## src/rtl/mbist_pkg.sv

```systemverilog
// Shared types and per-element constants for the March C- BIST sequencer.
// Elements E0..E5 are indexed directly into the constant tables below.
package mbist_pkg;

    typedef enum logic [2:0] {
        S_IDLE,
        S_PRIME,
        S_RUN,
        S_DRAIN,
        S_DONE
    } state_e;

    localparam int ELEM_W = 3;

    localparam logic [ELEM_W-1:0] E0 = 3'd0;
    localparam logic [ELEM_W-1:0] E1 = 3'd1;
    localparam logic [ELEM_W-1:0] E2 = 3'd2;
    localparam logic [ELEM_W-1:0] E3 = 3'd3;
    localparam logic [ELEM_W-1:0] E4 = 3'd4;
    localparam logic [ELEM_W-1:0] E5 = 3'd5;

    // One bit per element, bit index = element number.
    localparam logic [7:0] ELEM_TWO_OP = 8'b0001_1110;
    localparam logic [7:0] ELEM_DESC   = 8'b0001_1000;
    localparam logic [7:0] ELEM_RPOL   = 8'b0001_0100;
    localparam logic [7:0] ELEM_WPOL   = 8'b0000_1010;

    function automatic logic elem_is_write(input logic [ELEM_W-1:0] e,
                                           input logic op);
        return (e == E0) || op;
    endfunction

endpackage

```

## src/rtl/mbist_resp_checker.sv

```systemverilog
// Read-response checker: delays expected word/address/element alongside the
// 2-cycle memory read, compares, counts mismatches and captures the first one.
module mbist_resp_checker
    import mbist_pkg::*;
#(
    parameter int DATA_WIDTH = 8,
    parameter int ADDR_WIDTH = 4,
    parameter int CNT_WIDTH  = 16
) (
    input  logic                  clk,
    input  logic                  rst,
    input  logic                  clr_i,
    input  logic                  rd_vld_i,
    input  logic [DATA_WIDTH-1:0] rd_exp_i,
    input  logic [ADDR_WIDTH-1:0] rd_addr_i,
    input  logic [ELEM_W-1:0]     rd_elem_i,
    input  logic [DATA_WIDTH-1:0] rdata_i,
    output logic [CNT_WIDTH-1:0]  fail_count_o,
    output logic [ADDR_WIDTH-1:0] fail_addr_o,
    output logic [ELEM_W-1:0]     fail_elem_o,
    output logic [DATA_WIDTH-1:0] fail_exp_o,
    output logic [DATA_WIDTH-1:0] fail_act_o
);

    logic                  vld1_q, vld2_q;
    logic [DATA_WIDTH-1:0] exp1_q, exp2_q;
    logic [ADDR_WIDTH-1:0] addr1_q, addr2_q;
    logic [ELEM_W-1:0]     elem1_q, elem2_q;

    logic [CNT_WIDTH-1:0]  cnt_q, cnt_d;
    logic [ADDR_WIDTH-1:0] faddr_q, faddr_d;
    logic [ELEM_W-1:0]     felem_q, felem_d;
    logic [DATA_WIDTH-1:0] fexp_q, fexp_d;
    logic [DATA_WIDTH-1:0] fact_q, fact_d;
    logic                  mismatch;

    // The counter saturates, so a zero count always means no mismatch yet.
    always_comb begin
        mismatch = vld2_q && (rdata_i != exp2_q);
        cnt_d    = cnt_q;
        faddr_d  = faddr_q;
        felem_d  = felem_q;
        fexp_d   = fexp_q;
        fact_d   = fact_q;
        if (mismatch) begin
            if (cnt_q != '1) begin
                cnt_d = cnt_q + 1'b1;
            end
            if (cnt_q == '0) begin
                faddr_d = addr2_q;
                felem_d = elem2_q;
                fexp_d  = exp2_q;
                fact_d  = rdata_i;
            end
        end
    end

    always_ff @(posedge clk or posedge rst) begin
        if (rst) begin
            vld1_q  <= 1'b0;
            vld2_q  <= 1'b0;
            exp1_q  <= '0;
            exp2_q  <= '0;
            addr1_q <= '0;
            addr2_q <= '0;
            elem1_q <= '0;
            elem2_q <= '0;
            cnt_q   <= '0;
            faddr_q <= '0;
            felem_q <= '0;
            fexp_q  <= '0;
            fact_q  <= '0;
        end else if (clr_i) begin
            vld1_q  <= 1'b0;
            vld2_q  <= 1'b0;
            exp1_q  <= '0;
            exp2_q  <= '0;
            addr1_q <= '0;
            addr2_q <= '0;
            elem1_q <= '0;
            elem2_q <= '0;
            cnt_q   <= '0;
            faddr_q <= '0;
            felem_q <= '0;
            fexp_q  <= '0;
            fact_q  <= '0;
        end else begin
            vld1_q  <= rd_vld_i;
            vld2_q  <= vld1_q;
            exp1_q  <= rd_exp_i;
            exp2_q  <= exp1_q;
            addr1_q <= rd_addr_i;
            addr2_q <= addr1_q;
            elem1_q <= rd_elem_i;
            elem2_q <= elem1_q;
            cnt_q   <= cnt_d;
            faddr_q <= faddr_d;
            felem_q <= felem_d;
            fexp_q  <= fexp_d;
            fact_q  <= fact_d;
        end
    end

    assign fail_count_o = cnt_q;
    assign fail_addr_o  = faddr_q;
    assign fail_elem_o  = felem_q;
    assign fail_exp_o   = fexp_q;
    assign fail_act_o   = fact_q;

endmodule

```

## src/rtl/mbist_march_ctrl.sv

```systemverilog
// March C- sequencer: FSM, element/op/address counters and memory drive.
// Read checking and failure capture live in mbist_resp_checker.
module mbist_march_ctrl
    import mbist_pkg::*;
#(
    parameter int DATA_WIDTH = 8,
    parameter int ADDR_WIDTH = 4,
    parameter int CAPACITY   = 15,
    parameter int CNT_WIDTH  = 16
) (
    input  logic                  clk,
    input  logic                  rst,
    input  logic                  start,
    output logic                  busy,
    output logic                  done,
    output logic                  pass,
    output logic [CNT_WIDTH-1:0]  fail_count,
    output logic [ADDR_WIDTH-1:0] fail_addr,
    output logic [2:0]            fail_elem,
    output logic [DATA_WIDTH-1:0] fail_exp,
    output logic [DATA_WIDTH-1:0] fail_act,
    output logic                  mem_write_read,
    output logic [ADDR_WIDTH-1:0] mem_address,
    output logic [DATA_WIDTH-1:0] mem_wdata,
    input  logic [DATA_WIDTH-1:0] mem_rdata
);

    localparam logic [ADDR_WIDTH-1:0] ADDR_MAX = ADDR_WIDTH'(CAPACITY);

    state_e              state_q, state_d;
    logic [ELEM_W-1:0]   elem_q, elem_d, elem_nx;
    logic                op_q, op_d;
    logic [ADDR_WIDTH-1:0] addr_q, addr_d;
    logic [1:0]          drain_q, drain_d;
    logic                pass_q, pass_d;
    logic                accept, run, desc, last_op, is_write, addr_end;

    always_comb begin
        accept   = start && (state_q == S_IDLE || state_q == S_DONE);
        run      = (state_q == S_RUN);
        desc     = ELEM_DESC[elem_q];
        last_op  = !ELEM_TWO_OP[elem_q] || op_q;
        is_write = elem_is_write(elem_q, op_q);
        addr_end = desc ? (addr_q == '0) : (addr_q == ADDR_MAX);
        elem_nx  = elem_q + 1'b1;

        state_d = state_q;
        elem_d  = elem_q;
        op_d    = op_q;
        addr_d  = addr_q;
        drain_d = drain_q;
        pass_d  = pass_q;

        unique case (state_q)
            S_IDLE, S_DONE: begin
                if (accept) begin
                    state_d = S_PRIME;
                    pass_d  = 1'b0;
                end
            end
            S_PRIME: begin
                state_d = S_RUN;
                elem_d  = E0;
                op_d    = 1'b0;
                addr_d  = '0;
            end
            S_RUN: begin
                if (!last_op) begin
                    op_d = 1'b1;
                end else begin
                    op_d = 1'b0;
                    if (addr_end) begin
                        elem_d = elem_nx;
                        addr_d = ELEM_DESC[elem_nx] ? ADDR_MAX : '0;
                        if (elem_q == E5) begin
                            state_d = S_DRAIN;
                            drain_d = '0;
                        end
                    end else begin
                        addr_d = desc ? addr_q - 1'b1 : addr_q + 1'b1;
                    end
                end
            end
            S_DRAIN: begin
                drain_d = drain_q + 1'b1;
                if (drain_q == 2'd2) begin
                    state_d = S_DONE;
                    pass_d  = (fail_count == '0);
                end
            end
            default: state_d = S_IDLE;
        endcase
    end

    always_ff @(posedge clk or posedge rst) begin
        if (rst) begin
            state_q <= S_IDLE;
            elem_q  <= '0;
            op_q    <= 1'b0;
            addr_q  <= '0;
            drain_q <= '0;
            pass_q  <= 1'b0;
        end else begin
            state_q <= state_d;
            elem_q  <= elem_d;
            op_q    <= op_d;
            addr_q  <= addr_d;
            drain_q <= drain_d;
            pass_q  <= pass_d;
        end
    end

    assign busy = (state_q == S_PRIME) || run || (state_q == S_DRAIN);
    assign done = (state_q == S_DONE);
    assign pass = pass_q;

    // Write data is the polarity of whatever element issues next cycle's op.
    assign mem_write_read = run && is_write;
    assign mem_address    = run ? addr_q : '0;
    assign mem_wdata      = (state_q == S_PRIME || run) ?
                            {DATA_WIDTH{ELEM_WPOL[elem_d]}} : '0;

    mbist_resp_checker #(
        .DATA_WIDTH (DATA_WIDTH),
        .ADDR_WIDTH (ADDR_WIDTH),
        .CNT_WIDTH  (CNT_WIDTH)
    ) u_chk (
        .clk          (clk),
        .rst          (rst),
        .clr_i        (accept),
        .rd_vld_i     (run && !is_write),
        .rd_exp_i     ({DATA_WIDTH{ELEM_RPOL[elem_q]}}),
        .rd_addr_i    (addr_q),
        .rd_elem_i    (elem_q),
        .rdata_i      (mem_rdata),
        .fail_count_o (fail_count),
        .fail_addr_o  (fail_addr),
        .fail_elem_o  (fail_elem),
        .fail_exp_o   (fail_exp),
        .fail_act_o   (fail_act)
    );

endmodule

```

## config.mk

```make
export PLATFORM = sky130hd
export DESIGN_NAME = mbist_march_ctrl
export DESIGN_NICKNAME = d
export VERILOG_FILES = /design/src/rtl/mbist_pkg.sv /design/src/rtl/mbist_resp_checker.sv /design/src/rtl/mbist_march_ctrl.sv
export SDC_FILE = /design/constraint.sdc
export NUM_CORES = 1
export LEC_CHECK = 0
export ABC_AREA = 1
export CORE_MARGIN = 3
export CORE_UTILIZATION = 50
export DETAILED_ROUTE_END_ITERATION = 8
export PLACE_DENSITY_LB_ADDON = 0.25
export SLEW_MARGIN = 20
export SYNTH_ARGS = -nofsm -noshare
export SYNTH_HDL_FRONTEND = slang
export SYNTH_HIERARCHICAL = 1
export SYNTH_SLANG_ARGS = --single-unit
```

## constraint.sdc

```tcl
create_clock -name clk -period 2.33 [get_ports clk]
set_input_delay 0.466 -clock clk [delete_from_list [all_inputs] [get_ports clk]]
set_output_delay 0.466 -clock clk [all_outputs]
set_load 0.01 [all_outputs]
```

# Word level (Yosys, flattened, before mapping)
# Memories as Yosys holds them, arrays and structs flattened.
# Index checks and enable logic that the tools add are counted.
# word_totals
reg_bits	85
mem_bits_ro	40
output_inout_bits	55
wordCells	128
mem_count	5
# memory_table
name	words	word_bits	rd	rd_clocked_by_memory_dff	write_ports	line_no	text
(name not given)	8	1	1	0	0	mbist_march_ctrl.sv:132	.rd_exp_i ({DATA_WIDTH{ELEM_RPOL[elem_q]}}),
(name not given)	8	1	1	0	0	mbist_march_ctrl.sv:121	{DATA_WIDTH{ELEM_WPOL[elem_d]}} : '0;
(name not given)	8	1	1	0	0	mbist_march_ctrl.sv:74	addr_d = ELEM_DESC[elem_nx] ? ADDR_MAX : '0;
(name not given)	8	1	1	0	0	mbist_march_ctrl.sv:42	last_op = !ELEM_TWO_OP[elem_q] || op_q;
(name not given)	8	1	1	0	0	mbist_march_ctrl.sv:41	desc = ELEM_DESC[elem_q];
# op_classes
add_sub_neg	5
n_lt_le_gt_ge	3
n_eq_ne	14
muxes	54
reduce_logical	28
# op_table
operator	count
two-way mux 8 bit	9
two-way mux 16 bit	3
two-way mux 4 bit	10
two-way mux 3 bit	12
adder 16 x 1 -> 16 bit (second input constant)	1
logical NOT 16 bit	1
!= test 16 bit (second input constant)	1
< comparator 3 x 4 -> 1 bit (second input constant)	3
one-hot mux 3 bit (4 select lines)	1
nonzero test 2 bit	6
two-way mux 1 bit	11
!= test 8 bit	1
one-hot mux 4 bit (2 select lines)	1
equality test 3 x 2 -> 1 bit (second input constant)	2
equality test 3 bit (second input constant)	2
logical NOT 3 bit	2
two-way mux 2 bit	3
!= test 2 x 1 -> 1 bit (second input constant)	3
one-hot mux 3 bit (2 select lines)	1
AND reduction 2 bit	3
logical OR 1 bit	5
AND reduction 5 bit	1
adder 4 x 1 -> 4 bit (second input constant)	1
equality test 4 bit (second input constant)	1
other kinds (14)	20

# Longest topological paths before layout
# Gate-level depths: netlist of the first run.
# logic_depth
ltp_word	9
depth_mapped	12

# Modules after synthesis
# Netlist of the first run, hierarchy kept.
# modules_own_cells
mod	instances	cells_per_inst	area_per_inst_um2
mbist_resp_checker	1	445	3438.3
mbist_march_ctrl	1	186	1261.2

# Worst setup path after synthesis of the first run
# OpenSTA, ideal clock, no wires.
# synth_path
path_type	flip-flop to output port
from	register elem_q[0]
to	output port mem_wdata[1]
arrival_ns	1.904
slack_ns	-0.040
stages_incl_launch_ff	12
cell_sequence	dfrtp_1 -> inv_1 -> ha_1 -> inv_1 -> nand2_1 -> nand2_2 -> nand2_1 -> nand3_2 -> o21ai_1 -> nand2_1 -> nor2_1 -> buf_4
# synth_between
elab_chain_len	9
elab_cells_between_ends	14
# synth_lines
element	line_no	text
start: declaration	mbist_march_ctrl.sv:31	logic [ELEM_W-1:0] elem_q, elem_d, elem_nx;
start signal: assignment	mbist_march_ctrl.sv:105	elem_q <= elem_d;
memory (8 x 1 bit), on equally long branches	-	
two-way mux 1 bit, on equally long branches	mbist_march_ctrl.sv:41, mbist_march_ctrl.sv:42	
two-way mux 1 bit or logical NOT 1 bit (tied branches)	mbist_march_ctrl.sv:44, mbist_march_ctrl.sv:42	
two-way mux 3 bit or logical OR 1 bit (tied branches)	mbist_march_ctrl.sv:72, mbist_march_ctrl.sv:42	
two-way mux 3 bit	mbist_march_ctrl.sv:68	if (!last_op) begin
one-hot mux 3 bit (2 select lines) *	mbist_march_ctrl.sv:54	unique case (state_q)
memory (8 x 1 bit) *	-	
two-way mux 1 bit (implied by the code) *	mbist_march_ctrl.sv:121	
two-way mux 8 bit *	mbist_march_ctrl.sv:120	assign mem_wdata = (state_q == S_PRIME || run) ?
end: declaration	mbist_march_ctrl.sv:24	output logic [DATA_WIDTH-1:0] mem_wdata,
# Every way passes the cells marked *; elsewhere a longest branch is shown, timed or not. The select of a mux whose other input is x is not followed.

# Worst setup path in the final report of the first run
# layout_path
from	register elem_q[0]
to	output port mem_wdata[2]
# Same word-level chain as after synthesis.

==> results.txt, run 1 <==
Status: finished with violations
Violated checks: negative setup slack
Most common cell in the netlist: nand2_1
Post-Syn Nets: 654
Crit-path cells: inv_2 > ha_4 > inv_2 > nand2_2 > nand2_2 > nand2_2 > nand3_4 > o21ai_2 > nand2_2 > nor2_4 > buf_6
GRT met3 Usage: 4.87%
Worst endpoint required time: 1.86 ns
Initial antenna violation count: 0
Final hold viol count: 0
Gr busiest metal: met2
Crit-path max FO: 8
Clock Latency Late Sink: 0.35 ns
Final Net Count: 743
PD cells: 1100 nW/um^2
Chip width: 103 um
Worst path max stage delay: 0.41 ns
FF+latch count, synth: 85
Via/cell ratio: 4.99
Layout cell share with drive strength beyond 1: 16.4%
Fraction of registers with async set or reset after synthesis: 100%
Warnings, synthesis: 6
Crit Path Category: register to output port
Die area: 10600 sq um
PortBufs: 65
Most frequent CP cell: nand2_2
Fillers: 745
Placed Cells: 810
Drt first pass iters: 6
Clock period minus worst slack: 2.50 ns
Family with the most delay on the worst path: simple AND/OR/NAND/NOR gates
Startpoint Class: register
Synthesized instance count: 631
Root buffer cell: clkbuf_8
Final std cells w/o fill: 833
Final HPWL DP: 7620 um
Max cap viols: 0
Top cell type's share of synthesized area: 45.3%
Max clock buf depth: 2
Tcrit/Tclk final: 107%
WL final: 10900 um
Clock sink count: 85
Area contributors post-synth: dfrtp_1 45%, nand2_1 13%, nor2_1 9.2%, inv_1 7.5%, nand3_1 6.4%
EDFF count, synth: 0
Vias: 4158
Worst Path Arrival: 2.04 ns
Slew margin rel.: 63.4%
TNS Setup: -1.36 ns
CTS Buf Count: 9
Final setup skew: 0.0151 ns
List of most frequent post-synthesis cells: 166 x nand2_1, 115 x nor2_1, 94 x inv_1
Clock Pin Slew Worst Setup and Hold Paths: 0.09 ns
Grt met1 use: 26.5%
Hold buffer count at CTS: 0
Met2 usage: 38.8%
Initial DRC Count: 230
Placeable Area: 8930 sq um
Die height: 103 um
Ports: 66
Place WS: -0.311 ns
CTS tree: done
Distinct cells, synth: 38
CTS H-tree lvls: 3
Final setup viols: 8
Worst VDD drop: 0.741 mV
CP max-delay cell: dfrtp_1
RSZ-0062 raised after global routing: true
Fmax: 0.400 GHz
Mean routed wirelength per cell: 13.1 um
Starting Density: 52.6%
Syn Area/Cell: 7.45 sq um
Seq/Total Area, Yosys: 45.3%
All-Layer GR Usage: 22.2%
Largest net degree at the start of global routing: 72
Post-synth top flop: dfrtp_1
RD Place Congestion: 0.990
FP Rows: 34
Syn Std Cell Area: 4700 sq um
Final worst slack: -0.171 ns
Area Growth Syn to Fin: 27.1%
Final antenna diode count: 0
Vias in the first global route: 4160
CP Capture Type: output port
P_leak: 3.18 nW
GRT Residual Overflow: 0
Post-route ant nets: 0
Largest area contributor in the netlist: dfrtp_1
CP bufs+invs: 3
First-pass GRT wire length: 18800 um
Slew Limit Fails: 0
Worst Max-Slew Pin Slew: 0.548 ns
Worst hold slack: 0.454 ns
DR DRC count: 0
Hold Path Class: register to register
per-layer routing:
| metal | vias to the layer above | wire (um) |
|---|---|---|
| met5 | - | 0 |
| met4 | 0 | 297 |
| met3 | 27 | 531 |
| met2 | 141 | 5650 |
| met1 | 1922 | 4450 |
| li1 | 2068 | - |
sequential cells by signal, summed over array words and instances, names as in the netlist:
signal and cells:
u_chk/exp2_q 8, u_chk/fail_exp_o 8, u_chk/fail_addr_o 4, drain_q 2, state_q 3, u_chk/fail_count_o 16, u_chk/vld1_q 1, op_q 1
addr_q 4, u_chk/addr2_q 4, u_chk/fail_elem_o 3, u_chk/fail_act_o 8, elem_q 3, u_chk/vld2_q 1, u_chk/exp1_q 8, u_chk/elem2_q 3
pass 1, u_chk/elem1_q 3, u_chk/addr1_q 4
placed cells by master (no fill, tap or decap), types with 5 or more instances in the layout:
master / n
ha_1: 8
xnor2_1: 5
xor2_1: 6
clkbuf_8: 10
clkdlybuf4s50_1: 51
nand2_2: 16
nand2_1: 161
nand3_1: 57
dlygate4sd2_1: 5
a21oi_1: 6
dfrtp_1: 84
nor2_4: 8
buf_4: 37
inv_1: 89
buf_6: 10
inv_2: 8
nor2_1: 112
what timing repair did:
| action | in CTS | in global routing |
|---|---|---|
| pin swaps | 9 | 11 |
| endpoints found under the hold margin | 0 | 0 |
| buffers inserted | 6 | 1 |
| resized for setup | 62 | 11 |
| endpoints found under the setup margin | 14 | 9 |
logic make-up after synthesis:
logic type	Yosys count	share of synthesized area [%]
AOI/OAI and AO/OA	18	2.18
xor gates and xnor gates	11	2.05
adders and majority gates	13	3.57
buffers and inverters	126	11.4
DFF	85	45.3
and+or+nand+nor	378	35.5
power by group:
group / switching, mW / internal [mW] / total [mW]
combinational: 1.60 / 1.46 / 3.06
clock: 0.530 / 0.631 / 1.16
sequential: 0.382 / 1.94 / 2.33
worst register-to-register path: cells and delay by family, from the launching register on:
kind                     cells  cell delay [ns]
adder cells (fa/ha/maj)      2             0.54
buffers and inverters        3             0.31
flip-flops                   1             0.41
AND/OR/NAND/NOR              3             0.44
AO/OA/AOI/OAI                2             0.26
path summary, 6_finish.rpt:
path / from / end / slack, ns / cells after the start
max in group asynchronous: rst / state_q[0]$_DFFE_PP0P_ / 1.43 / 2
worst max register to register: elem_q[0]$_DFF_PP0_ / addr_q[2]$_DFFE_PP0P_ / 0.26 / 10
worst min-delay path: u_chk/exp1_q[7]$_DFF_PP0_ / u_chk/exp2_q[7]$_DFF_PP0_ / 0.45 / 2
min in group asynchronous: rst / drain_q[0]$_DFFE_PP0P_ / 0.51 / 2
worst min register to register: u_chk/exp1_q[7]$_DFF_PP0_ / u_chk/exp2_q[7]$_DFF_PP0_ / 0.45 / 2
worst max-delay path: elem_q[0]$_DFF_PP0_ / mem_wdata[2] / -0.17 / 11
layout make-up:
cell class	count	area, sq um	share of cell area (%)
sequential	85	2130	35.6
inverter	99	377	6.30
multi-input combinational	420	2130	35.7
clock inverter	6	86.3	1.45
timing repair buffer	105	977	16.4
clock buffer	10	138	2.30
tap	108	135	2.26
through the flow:
step | instance area (sq um) | util [%] | power, mW
after CTS | 5930 | 66.4 | 6.55
final | 5970 | 66.9 | 6.54
after floorplan | 4700 | - | 4.01
after global placement | 5590 | 62.6 | 5.12
after detailed placement | 5590 | 62.6 | 5.23
after global routing | 5970 | 66.9 | 7.08
(Power assumes the default switching activity.)
==> run 2, diff against run 1 <==
--- a/config.mk
+++ b/config.mk
@@ -6,6 +6,8 @@
 export NUM_CORES = 1
 export LEC_CHECK = 0
 export ABC_AREA = 1
+export CAP_MARGIN = 30
+export CORE_ASPECT_RATIO = 0.7
 export CORE_MARGIN = 3
 export CORE_UTILIZATION = 50
 export DETAILED_ROUTE_END_ITERATION = 8
==> run 2 against run 1 <==
Against the previous run: sequential power hardly changed; largest cell class unchanged; die area is 0.17% higher; worst hold slack better by 0.010 ns; the run still ends with negative setup slack left; clock skew is 0.0063 ns lower; count of clock-buffer cells in the layout stayed put; first-iteration DRC count is 60% higher; final area is 3.9% higher.
==> results.txt, run 2 (synthesis results as in run 1) <==
Final antenna diode count: 0
Largest register FFs: 16
First-pass GRT wire length: 19100 um
Area Growth Syn to Fin: 32.1%
Violated checks: negative setup slack
Worst VDD drop: 0.725 mV
GRT Residual Overflow: 0
Final hold viol count: 0
Sw frac: 37.5%
All-Layer GR Usage: 22.5%
Largest net degree at the start of global routing: 45
DR DRC count: 0
Clock period minus worst slack: 2.48 ns
Drt first pass iters: 5
Final Net Count: 761
GRT met3 Usage: 4.29%
Final worst slack: -0.152 ns
Power Total: 7.16 mW
Root buffer cell: clkbuf_16
Clock sink count: 85
Fin util: 70.6%
CP Capture Type: output port
CTS H-tree lvls: 3
PortBufs: 65
Via/cell ratio: 4.90
Max cap viols: 0
Ports: 66
Layout cell share with drive strength beyond 1: 19.8%
Clock Latency Late Sink: 0.34 ns
TNS Setup: -1.43 ns
Pint: 4.48 mW
Clock power share: 21.9%
PD cells: 1150 nW/um^2
Worst endpoint required time: 1.86 ns
Clock Pin Slew Worst Setup and Hold Paths: 0.06 ns
FP Rows: 28
Slew Limit Fails: 0
Crit-path max FO: 8
Startpoint Class: register
Fmax: 0.403 GHz
Hold Path Class: register to register
Met2 usage: 37.2%
Max clock buf depth: 2
P_leak: 3.30 nW
Fin area: 6210 sq um
Grt met1 use: 30.2%
Crit Path Category: register to output port
Die height: 87.1 um
Status: finished with violations
Vias: 4233
Commonest non-fill, non-tap cell in the layout: nand2_1
Gr busiest metal: met2
CTS tree: done
Post-DP Area: 5610 sq um
Post-route ant nets: 0
Chip width: 122 um
Die area: 10600 sq um
Placeable Area: 8790 sq um
Tcrit/Tclk final: 107%
Net load switching power: 2.69 mW
RSZ-0062 raised after global routing: true
Starting Density: 53.4%
RD Place Congestion: 0.877
WL final: 11300 um
Worst Max-Slew Pin Slew: 0.908 ns
Hold buffer count at CTS: 0
Vias in the first global route: 4066
R2r setup slk: -0.14 ns
Final setup viols: 13
CTS Buf Count: 9
Most frequent cells in the layout: 158 x nand2_1, 113 x nor2_1, 86 x inv_1, 83 x dfrtp_1
Initial antenna violation count: 0
Worst Path Arrival: 2.02 ns
Comb power frac: 45.5%
Register share of total power: 32.6%
Initial DRC Count: 367
Mean routed wirelength per cell: 13.1 um
Final HPWL DP: 7610 um
Final setup skew: 0.00880 ns
Worst hold slack: 0.464 ns
Slew margin rel.: 38.8%
run 2: cell types whose count changed in the layout (fill, tap and decap cells not counted), moves of 5 or more:
cell,previous run,this run
buf_2,0,5
buf_4,37,57
buf_6,10,4
clkbuf_16,0,9
clkbuf_8,10,1
run 2: worst paths after layout:
kind | from | to | cells after the start
worst max-delay path | elem_q[1]$_DFFE_PP0P_ | mem_wdata[2] | 11
worst min-delay path | u_chk/exp1_q[4]$_DFF_PP0_ | u_chk/exp2_q[4]$_DFF_PP0_ | 2
worst max register to register | elem_q[0]$_DFF_PP0_ | addr_q[3]$_DFFE_PP0P_ | 17
worst min register to register | u_chk/exp1_q[4]$_DFF_PP0_ | u_chk/exp2_q[4]$_DFF_PP0_ | 2
max in group asynchronous | rst | u_chk/exp2_q[3]$_DFF_PP0_ | 3
min in group asynchronous | rst | u_chk/fail_count_o[2]$_DFFE_PP0P_ | 2
run 2: routing by layer:
metal / wire length, um / vias to the layer above / share of wire [%]
met3: 515 / 14 / 4.5
met4: 146 / 0 / 1.3
li1: - / 2117 / -
met5: 0 / - / 0
met2: 5480 / 105 / 48
met1: 5190 / 1997 / 46
run 2: timing repair:
| item | in CTS | in global routing |
|---|---|---|
| pin swaps | 6 | 8 |
| setup buffers | 21 | 2 |
| resized for setup | 59 | 18 |
| endpoints found under the setup margin | 13 | 14 |
run 2: final cells by class:
cell class              instances  area (sq um)
clock buffers                  10           239
clock inverters                 6          93.8
fillers                       659          2580
inverters                      99           377
multi-input cells             420          2160
flip-flops and latches         85          2130
well taps                     120           150
repair buffers                123          1060
run 2: power by group through the flow:
stage / Combinational [mW] / Sequential (mW) / Clock [mW]
final: 3.26 / 2.33 / 1.57
after global routing: 3.60 / 2.40 / 1.66
after CTS: 3.08 / 2.33 / 1.60
after detailed placement: 2.89 / 2.34 / 0
after global placement: 2.83 / 2.32 / 0
after floorplan: 1.63 / 2.38 / 0
run 2: critical path, cell delays in order, from the launching register on:
cell,delay (ns)
dfrtp_1,0.43
inv_2,0.14
ha_4,0.16
inv_2,0.04
nand2_2,0.06
nand3_2,0.13
inv_1,0.08
nand2_1,0.07
nand4_1,0.11
nand2_2,0.09
nor2_4,0.18
buf_2,0.18
run 2: per-stage QoR:
step / setup WS, ns / cells
after floorplan: 0.0674 / 631
after global placement: -0.265 / 824
after detailed placement: -0.357 / 824
after CTS: -0.100 / 861
after global routing: -0.248 / 863
final: -0.152 / 863
